File: src/rtl/vga_sync_decoder.sv
// rtl/vga_sync_decoder.sv - rebuilds raster position from hs/vs/blank and monitors the video timing
// Lock is declared after LOCK_FRAMES clean frames; sync and blank violations latch into sticky error bits.
module vga_sync_decoder #(
   parameter int H_VIS       = 640,
   parameter int H_FP        = 16,
   parameter int H_SYNC      = 96,
   parameter int H_BP        = 48,
   parameter int V_VIS       = 480,
   parameter int V_FP        = 10,
   parameter int V_SYNC      = 2,
   parameter int V_BP        = 33,
   parameter int LOCK_FRAMES = 2
) (
   input  logic        i_clk,
   input  logic        i_rst,
   input  logic        i_pixel_en,
   input  logic        i_hs,
   input  logic        i_vs,
   input  logic        i_blank,
   input  logic        i_err_clr,
   output logic [9:0]  o_rx_x,
   output logic [9:0]  o_rx_y,
   output logic        o_rx_active,
   output logic        o_locked,
   output logic        o_frame_start,
   output logic [15:0] o_frame_cnt,
   output logic        o_h_err,
   output logic        o_v_err,
   output logic        o_b_err
);

   localparam logic [9:0] C_H_VIS    = 10'(H_VIS);
   localparam logic [9:0] C_V_VIS    = 10'(V_VIS);
   localparam logic [9:0] C_H_SYNC   = 10'(H_SYNC);
   localparam logic [9:0] C_V_SYNC   = 10'(V_SYNC);
   localparam logic [9:0] C_H_TOTAL  = 10'(H_VIS + H_FP + H_SYNC + H_BP);
   localparam logic [9:0] C_V_TOTAL  = 10'(V_VIS + V_FP + V_SYNC + V_BP);
   localparam logic [9:0] C_HS_START = 10'(H_VIS + H_FP);
   localparam logic [9:0] C_VS_START = 10'(V_VIS + V_FP);
   localparam logic [3:0] C_LOCK     = 4'(LOCK_FRAMES);

   typedef enum logic [1:0] {SEARCH, ACQUIRE, LOCKED} state_t;

   state_t      r_state;
   state_t      w_state_next;
   logic [3:0]  r_good_cnt;
   logic [3:0]  w_good_next;
   logic        r_hs_q;
   logic        r_vs_q;
   logic [9:0]  r_x;
   logic [9:0]  r_y;
   logic [9:0]  r_pix_cnt;
   logic [9:0]  r_hs_low_cnt;
   logic [9:0]  r_line_cnt;
   logic [9:0]  r_vs_low_cnt;
   logic        r_h_seen;
   logic        r_frame_start;
   logic [15:0] r_frame_cnt;
   logic        r_h_err;
   logic        r_v_err;
   logic        r_b_err;

   logic        w_hs_fall;
   logic        w_hs_rise;
   logic        w_vs_fall;
   logic        w_vs_rise;
   logic        w_x_wrap;
   logic [9:0]  w_x_next;
   logic [9:0]  w_y_next;
   logic        w_vis_next;
   logic        w_h_viol;
   logic        w_v_viol;
   logic        w_b_viol;
   logic        w_checking;

   // Saturating so a dead sync input never wraps around into a false period match.
   function automatic logic [9:0] f_sat_inc(input logic [9:0] v);
      return (v == 10'h3FF) ? v : v + 10'd1;
   endfunction

   assign w_hs_fall = i_pixel_en & r_hs_q & ~i_hs;
   assign w_hs_rise = i_pixel_en & ~r_hs_q & i_hs;
   assign w_vs_fall = i_pixel_en & r_vs_q & ~i_vs;
   assign w_vs_rise = i_pixel_en & ~r_vs_q & i_vs;

   assign w_x_wrap   = ~w_hs_fall & (r_x >= C_H_TOTAL - 10'd1);
   assign w_x_next   = w_hs_fall ? C_HS_START : (w_x_wrap ? 10'd0 : r_x + 10'd1);
   assign w_y_next   = w_vs_fall ? C_VS_START :
                       (w_x_wrap ? ((r_y >= C_V_TOTAL - 10'd1) ? 10'd0 : r_y + 10'd1) : r_y);
   assign w_vis_next = (w_x_next < C_H_VIS) & (w_y_next < C_V_VIS);

   assign w_h_viol = (w_hs_fall & (r_pix_cnt != C_H_TOTAL))
                   | (w_hs_rise & (r_hs_low_cnt != C_H_SYNC))
                   | (i_pixel_en & ~w_hs_fall & (r_pix_cnt == 10'h3FE));
   assign w_v_viol = (w_vs_fall & ((r_line_cnt != C_V_TOTAL) | (w_x_next != 10'd0)))
                   | (w_vs_rise & (r_vs_low_cnt != C_V_SYNC));
   assign w_b_viol = i_pixel_en & (r_state == LOCKED) & (i_blank != w_vis_next);
   assign w_checking = (r_state != SEARCH);

   always_comb begin
      w_state_next = r_state;
      w_good_next  = r_good_cnt;
      case (r_state)
         SEARCH: begin
            w_good_next = 4'd0;
            if (w_vs_fall & r_h_seen) w_state_next = ACQUIRE;
         end
         ACQUIRE: begin
            if (w_h_viol | w_v_viol) begin
               w_state_next = SEARCH;
               w_good_next  = 4'd0;
            end else if (w_vs_fall) begin
               w_good_next = r_good_cnt + 4'd1;
               if (r_good_cnt + 4'd1 >= C_LOCK) w_state_next = LOCKED;
            end
         end
         LOCKED: begin
            if (w_h_viol | w_v_viol) begin
               w_state_next = SEARCH;
               w_good_next  = 4'd0;
            end
         end
         default: begin
            w_state_next = SEARCH;
            w_good_next  = 4'd0;
         end
      endcase
   end

   always_ff @(posedge i_clk or posedge i_rst) begin
      if (i_rst) begin
         r_state    <= SEARCH;
         r_good_cnt <= 4'd0;
      end else if (i_pixel_en) begin
         r_state    <= w_state_next;
         r_good_cnt <= w_good_next;
      end
   end

   always_ff @(posedge i_clk or posedge i_rst) begin
      if (i_rst) begin
         r_hs_q        <= 1'b0;
         r_vs_q        <= 1'b0;
         r_x           <= 10'd0;
         r_y           <= 10'd0;
         r_pix_cnt     <= 10'd0;
         r_hs_low_cnt  <= 10'd0;
         r_line_cnt    <= 10'd0;
         r_vs_low_cnt  <= 10'd0;
         r_h_seen      <= 1'b0;
         r_frame_start <= 1'b0;
         r_frame_cnt   <= 16'd0;
         r_h_err       <= 1'b0;
         r_v_err       <= 1'b0;
         r_b_err       <= 1'b0;
      end else begin
         r_frame_start <= w_vs_fall & (w_state_next == LOCKED);
         if (i_pixel_en) begin
            r_hs_q       <= i_hs;
            r_vs_q       <= i_vs;
            r_x          <= w_x_next;
            r_y          <= w_y_next;
            r_pix_cnt    <= w_hs_fall ? 10'd1 : f_sat_inc(r_pix_cnt);
            r_hs_low_cnt <= w_hs_fall ? 10'd1 : (~i_hs ? f_sat_inc(r_hs_low_cnt) : r_hs_low_cnt);
            // Line and vs-low counters are measured in hs falls.
            if (w_vs_fall) begin
               r_line_cnt   <= {9'd0, w_hs_fall};
               r_vs_low_cnt <= {9'd0, w_hs_fall};
            end else if (w_hs_fall) begin
               r_line_cnt   <= f_sat_inc(r_line_cnt);
               r_vs_low_cnt <= ~i_vs ? f_sat_inc(r_vs_low_cnt) : r_vs_low_cnt;
            end
            r_h_seen <= (w_state_next != SEARCH) ? 1'b0 : (r_h_seen | w_hs_fall);
            if (w_vs_fall & (w_state_next == LOCKED)) r_frame_cnt <= r_frame_cnt + 16'd1;
            r_h_err <= (w_h_viol & w_checking) | (r_h_err & ~i_err_clr);
            r_v_err <= (w_v_viol & w_checking) | (r_v_err & ~i_err_clr);
            r_b_err <= w_b_viol | (r_b_err & ~i_err_clr);
         end
      end
   end

   assign o_rx_x        = r_x;
   assign o_rx_y        = r_y;
   assign o_locked      = (r_state == LOCKED);
   assign o_rx_active   = o_locked & (r_x < C_H_VIS) & (r_y < C_V_VIS);
   assign o_frame_start = r_frame_start;
   assign o_frame_cnt   = r_frame_cnt;
   assign o_h_err       = r_h_err;
   assign o_v_err       = r_v_err;
   assign o_b_err       = r_b_err;

endmodule

File: config.mk
export PLATFORM = sky130hd
export DESIGN_NAME = vga_sync_decoder
export DESIGN_NICKNAME = d
export VERILOG_FILES = /design/src/rtl/vga_sync_decoder.sv
export SDC_FILE = /design/constraint.sdc
export NUM_CORES = 1
export LEC_CHECK = 0
export CORE_ASPECT_RATIO = 1.4
export CORE_MARGIN = 2
export CORE_UTILIZATION = 45
export CTS_CLUSTER_DIAMETER = 200
export DETAILED_ROUTE_END_ITERATION = 10
export GPL_ROUTABILITY_DRIVEN = 0
export GPL_TIMING_DRIVEN = 0
export PLACE_DENSITY = 0.68
export SKIP_LAST_GASP = 1
export SYNTH_ARGS = -nofsm -noshare
export SYNTH_HDL_FRONTEND = slang
export SYNTH_SLANG_ARGS = --single-unit
File: constraint.sdc
create_clock -name i_clk -period 3.7 [get_ports i_clk]
set_input_delay 0.555 -clock i_clk [delete_from_list [all_inputs] [get_ports i_clk]]
set_output_delay 0.555 -clock i_clk [all_outputs]
set_load 0.02 [all_outputs]
== Word level (Yosys, flattened, before mapping) ==
Index checks and enable logic that the tools add are counted.

* Register bits after elaboration: 89
* Output and inout port bits: 42
* Bits of input ports: 7
* Logic and storage cells: 133

* Add/sub/neg operators: 8
* Reductions and logical operators: 11
* Bitwise operators: 42
* $lt $le $gt $ge: 7
* Multiplexer cells: 28
* Equality and inequality tests: 21

{| class="wikitable"
|+ Operator list
! operator !! number
|-
| $mux W10 || 17
|-
| $add A10 B1 Y10 const B || 6
|-
| $eq A10 B10 Y1 const B || 5
|-
| $and A1 B1 Y1 || 27
|-
| $ge A10 B10 Y1 const B || 2
|-
| $lt A10 B10 Y1 const B || 2
|-
| $lt A10 B9 Y1 const B || 2
|-
| $ne A10 B10 Y1 const B || 2
|-
| $add A16 B1 Y16 const B || 1
|-
| $mux W4 || 3
|-
| $mux W2 || 5
|-
| $ne A10 B2 Y1 const B || 1
|-
| $ne A10 B7 Y1 const B || 1
|-
| $reduce_bool A10 Y1 || 1
|-
| $or A1 B1 Y1 || 9
|-
| $reduce_and A3 Y1 || 3
|-
| $ne A2 B2 Y1 const B || 4
|-
| $pmux W4 S2 || 1
|-
| $ne A2 B1 Y1 const B || 3
|-
| $not A1 Y1 || 6
|-
| $pmux W2 S3 || 1
|-
| $reduce_bool A2 Y1 || 3
|-
| $add A4 B1 Y4 const B || 1
|-
| $eq A2 B2 Y1 const B || 2
|-
| other kinds (8) || 9
|}

== Depth between registers and ports, before layout ==
* Depth in word-level cells: 16
* Mapped depth: 12
* Depth with buffers taken out: 10

== Worst setup path before layout ==
No wires, ideal clock.

* Path type: register -> register
* From: reg r_x[0] (netlist: o_rx_x[0])
* To: reg r_frame_cnt[1] (netlist: o_frame_cnt[1])
* Stages on the path, launching flop included: 11
* Setup slack: 0.920 ns
* Required time: 3.572 ns
* Period minus slack after synthesis: 2.780 ns
* Buffers on the path: 2
* Library setup time: 0.128 ns
* Data arrival time: 2.652 ns
* Cell sequence: dfrtp_1 -> ha_1 -> nand4_1 -> a211oi_4 -> a31oi_1 -> nor3_1 -> nand4_1 -> or2_1 -> buf_2 -> buf_6 -> mux2_1

* Cells in the longest elaborated chain, start to end: 14
* Elaborated cells between the ends (all ways): 16
* Those cells by class: 1 x add/sub; 1 x order compare; 1 x eq/ne; 5 x mux; 6 x bitwise; 2 x reduce/logical

{| class="wikitable"
|+ RTL lines
! item !! line !! text
|-
| start, declared || 50 || <nowiki>logic [9:0] r_x;</nowiki>
|-
| start signal, assigned || 161 || <nowiki>r_x <= w_x_next;</nowiki>
|-
| $ge A10 B10 Y1 || 86 || <nowiki>assign w_x_wrap = ~w_hs_fall & (r_x >= C_H_TOTAL - 10'd1);</nowiki>
|-
| $and A1 B1 Y1 || 86 ||
|-
| $mux W10 (*) (2 in a row) || 87 || <nowiki>assign w_x_next = w_hs_fall ? C_HS_START : (w_x_wrap ? 10'd0 : r_x + 10'd1);</nowiki>
|-
| $reduce_bool A10 Y1 (*) || 95 || <nowiki>assign w_v_viol = (w_vs_fall & ((r_line_cnt != C_V_TOTAL) | (w_x_next != 10'd0)))</nowiki>
|-
| $or A1 B1 Y1 (*) || 95 ||
|-
| $and A1 B1 Y1 (*) || 95 ||
|-
| $or A1 B1 Y1 (*) || 96 || <nowiki>| (w_vs_rise & (r_vs_low_cnt != C_V_SYNC));</nowiki>
|-
| $or A1 B1 Y1 (*) || 109, 118 ||
|-
| $mux W2 (on tied branches) || 118, 109 ||
|-
| $pmux W2 S3 (*) || 103 || <nowiki>case (r_state)</nowiki>
|-
| $eq A2 B2 Y1 (*) || 174 || <nowiki>if (w_vs_fall & (w_state_next == LOCKED)) r_frame_cnt <= r_frame_cnt + 16'd1;</nowiki>
|-
| $and A1 B1 Y1 (*) || 174 ||
|-
| $reduce_and A2 Y1 (no line) (*) || n/a ||
|-
| end signal, assigned || 174 ||
|-
| end, declared || 58 || <nowiki>logic [15:0] r_frame_cnt;</nowiki>
|}

Mark *: on every way between the ends. The rest lies on a longest branch, timed or not.
A chain may end at the register's enable or synchronous reset.

== Worst setup path after layout ==
* From: in i_pixel_en
* To: reg r_frame_cnt[10] (netlist: o_frame_cnt[10])

* Cells in the longest elaborated chain, start to end: 16
* Elaborated cells between the ends (all ways): 33
* Those cells by class: 1 x eq/ne; 7 x mux; 23 x bitwise; 2 x reduce/logical

{| class="wikitable"
|+ RTL lines
! item !! line !! text
|-
| start, declared || 16 || <nowiki>input logic i_pixel_en,</nowiki>
|-
| $and A1 B1 Y1 (2 in a row) || 81 || <nowiki>assign w_hs_fall = i_pixel_en & r_hs_q & ~i_hs;</nowiki>
|-
| $not A1 Y1 || 86, 94 ||
|-
| $and A1 B1 Y1 || 86 ||
|-
| $mux W10 (2 in a row) || 87 ||
|-
| $reduce_bool A10 Y1 || 95 ||
|-
| $or A1 B1 Y1 || 95 ||
|-
| $and A1 B1 Y1 || 95 ||
|-
| $or A1 B1 Y1 || 96 ||
|-
| $or A1 B1 Y1 || 109, 118 ||
|-
| $mux W2 (on tied branches) || 118, 109 ||
|-
| $pmux W2 S3 || 103 ||
|-
| $eq A2 B2 Y1 || 174 ||
|-
| $and A1 B1 Y1 || 174 ||
|-
| $reduce_and A2 Y1 (no line) (*) || n/a ||
|}

Marked as above.

==> flow_metrics.tcl <==
set metrics [dict create \
    clkTransAtPathRegs_ns 0.07 \
    final_max_slew_viol_count 0 \
    avgSynthCellArea_um2 9.06 \
    finalWorstSetupSlack_ns 0.498 \
    peakVddDrop_mv 0.275 \
    dr.pass1.iters 5 \
    cts_sinks 89 \
    power_density_nw_per_um2 518 \
    setup_viol 0 \
    syn_area_um2 5130 \
    clock_path_buffers 2 \
    drive_gt1_frac 0.0824 \
    die_area_um2 12300 \
    yosys_warnings 0 \
    initial_core_util 0.457 \
    cp.arrival_ns 3.46 \
    ys_async_sr_fraction 1.00 \
    synth_edf_count 0 \
    antenna_found_initial 0 \
    core_area_um2 11200 \
    synth_cell_types 63 \
    finalWirelength_um 12000 \
    cts_buffers 9 \
    dpl-instance-area_um2 5820 \
    relSlewSlack 0.515 \
    drv_cap 0 \
    grt_setup_unrepaired "false" \
    synth_nets 588 \
    syn_inst 566 \
    dp_hpwl_um 8780 \
    synth_most_common_cell "dfrtp_1" \
    drtAntennaViolNets 0 \
    synth_common_cells "dfrtp_1, nor2_1, nand2_1" \
    final_core_util 0.545 \
    worstSetupEndpointType "flip-flop" \
    hold_ws_ns 0.486 \
    hold_buffers 0 \
    status "completed" \
    synth-seq-area-share 0.434 \
    synthFlopType "dfrtp_1" \
    fmax_ghz 0.312 \
    route.detailed.drc 0 \
    cts_tree "built" \
    synth-seq-cells 89 \
    area_growth_syn_to_layout_pct 19.2 \
    pre_cts_ws_ns 0.150 \
    grt-ovfl-total 0 \
    fin_tns_setup_ns 0 \
    numPortBuffers 48 \
    cts.htree.levels 3 \
    grt_pass1_vias 4203 \
    root_buffer "clkbuf_16" \
    yosysTopAreaCell "dfrtp_1" \
    fin_crit_ns 3.20 \
    die_width_um 94.2 \
    p_leak_nw 2.63 \
    vias 4421 \
    clock-skew-final_ns 0.00675 \
    hold_viol 0 \
    wl_per_cell_um 15.5 \
    start_kind "primary input" \
    post_cts_buffers 0 \
    die_h_um 130 \
    crit_type "primary input to flip-flop" \
    crit_fanout 10 \
    post-route-period-util 0.865 \
    track_usage 0.205 \
    worstPathRequired_ns 3.96 \
    drt_iter0_markers 288 \
    synth_top_area_share 0.434 \
    final_nets 648 \
    grt_max_degree 47 \
    ys_top_cells_by_area "dfrtp_1, xor2_1, nor2_1" \
    clk_latency_ns 0.34 \
    antennaDiodeCount 0 \
    hp-class "flip-flop to flip-flop" \
    grt_pass1_wl_um 20100 \
    io_pins 49 \
    row_count 46 \
    avgViaCountPerCell 5.70 \
    postCtsResizedCells 0 \
    worstMarginPinSlew_ns 0.719 \
    fin_area_um2 6120 \
]
## final cells by class
type	instances	area, um^2
fillers	1051	5110
plain buffers	21	101
repair buffers	49	508
clock buffers	10	229
inverters	26	100
clock inverters	6	67.6
well taps	144	180
multi-input cells	430	2700
flip-flops and latches	89	2230
## worst max-delay path, stage by stage
cell and delay [ns]:
clkdlybuf4s50_1 0.45, buf_6 0.16, and3b_1 0.17, buf_2 0.18
a211oi_4 0.35, a31oi_1 0.13, nor3_1 0.23, nand4_1 0.23
or2_1 0.30, buf_2 0.18, buf_6 0.16, nor3_2 0.21
xnor2_1 0.15
## power breakdown
group	switching, mW	internal, mW
registers	0.191	1.11
logic	0.535	0.416
clock network	0.390	0.526
## routing by layer
layer / vias up / wire length (um) / track usage
li1: 2124 / - / -
met5: - / 0 / 0
met3: 17 / 380 / 0.0277
met4: 0 / 193 / 0.0699
met2: 96 / 6280 / 0.363
met1: 2184 / 5200 / 0.258
## cells by family (layout without fill, tap and decap cells)
logic type,count (synthesis),after routing,synth area share
XOR/XNOR,46,46,0.0786
AO/OA/AOI/OAI,114,114,0.144
buffers and inverters,47,112,0.0388
AND/OR/NAND/NOR,249,249,0.255
flip-flops,89,89,0.434
adder cells (fa/ha/maj),15,15,0.0366
multiplexers,6,6,0.0132
## stage by stage
| stage | total power [mW] | cells |
|---|---|---|
| 3_5_place_dp | 2.26 | 759 |
| 6_report | 3.17 | 775 |
| 3_3_place_gp | 2.23 | 758 |
| 2_1_floorplan | 1.93 | 566 |
| 5_1_grt | 3.36 | 775 |
| 4_1_cts | 3.20 | 775 |
## path summary, 6_finish.rpt
path / slack [ns] / cells after the start / startpoint / end
hold reg to reg: 0.49 / 1 / o_frame_cnt[15]$_DFFE_PP0P_ / o_frame_cnt[15]$_DFFE_PP0P_
hold / removal: 0.49 / 1 / o_frame_cnt[15]$_DFFE_PP0P_ / o_frame_cnt[15]$_DFFE_PP0P_
min in group asynchronous: 0.64 / 2 / i_rst / o_frame_cnt[3]$_DFFE_PP0P_
setup / recovery: 0.50 / 13 / i_pixel_en / o_frame_cnt[10]$_DFFE_PP0P_
max in group asynchronous: 2.45 / 3 / i_rst / r_hs_low_cnt[3]$_DFFE_PP0P_
setup reg to reg: 0.58 / 11 / o_rx_x[0]$_DFFE_PP0P_ / o_frame_cnt[10]$_DFFE_PP0P_
## sequential cells by signal, indices dropped and copies added (netlist names)
signal and cells:
o_h_err 1, r_vs_q 1, r_vs_low_cnt 10, o_b_err 1, o_frame_start 1, r_hs_low_cnt 10
o_v_err 1, r_line_cnt 10, r_pix_cnt 10, r_hs_q 1, o_rx_x 10, r_good_cnt 4
r_state 2, o_frame_cnt 16, o_rx_y 10, r_h_seen 1
## cell usage in the layout, fill, tap and decap left out, types with 3 or more instances in the layout
master,netlist,final
clkbuf_1,12,13
buf_2,6,6
mux2_2,5,5
nand3b_1,3,3
and4_1,3,3
and3_1,10,10
nor3_1,10,10
xor2_1,32,32
o31ai_1,6,6
clkbuf_16,0,9
nand4_1,22,22
or3_1,9,9
a21oi_1,28,28
nand2_1,52,52
xnor2_1,14,14
or2_2,4,4
o22ai_1,6,6
nor3_2,6,6
nor4_2,3,3
and2_1,6,6
a41oi_1,3,3
nor4_1,5,5
clkdlybuf4s50_1,0,48
nand3_1,27,27
nor3b_1,6,6
inv_1,26,25
nor2_1,68,68
ha_1,15,15
o21ai_0,40,40
dfrtp_1,89,89
nand2b_1,4,4
a31oi_1,6,6
Note: power is estimated with default switching activity, not from simulation.
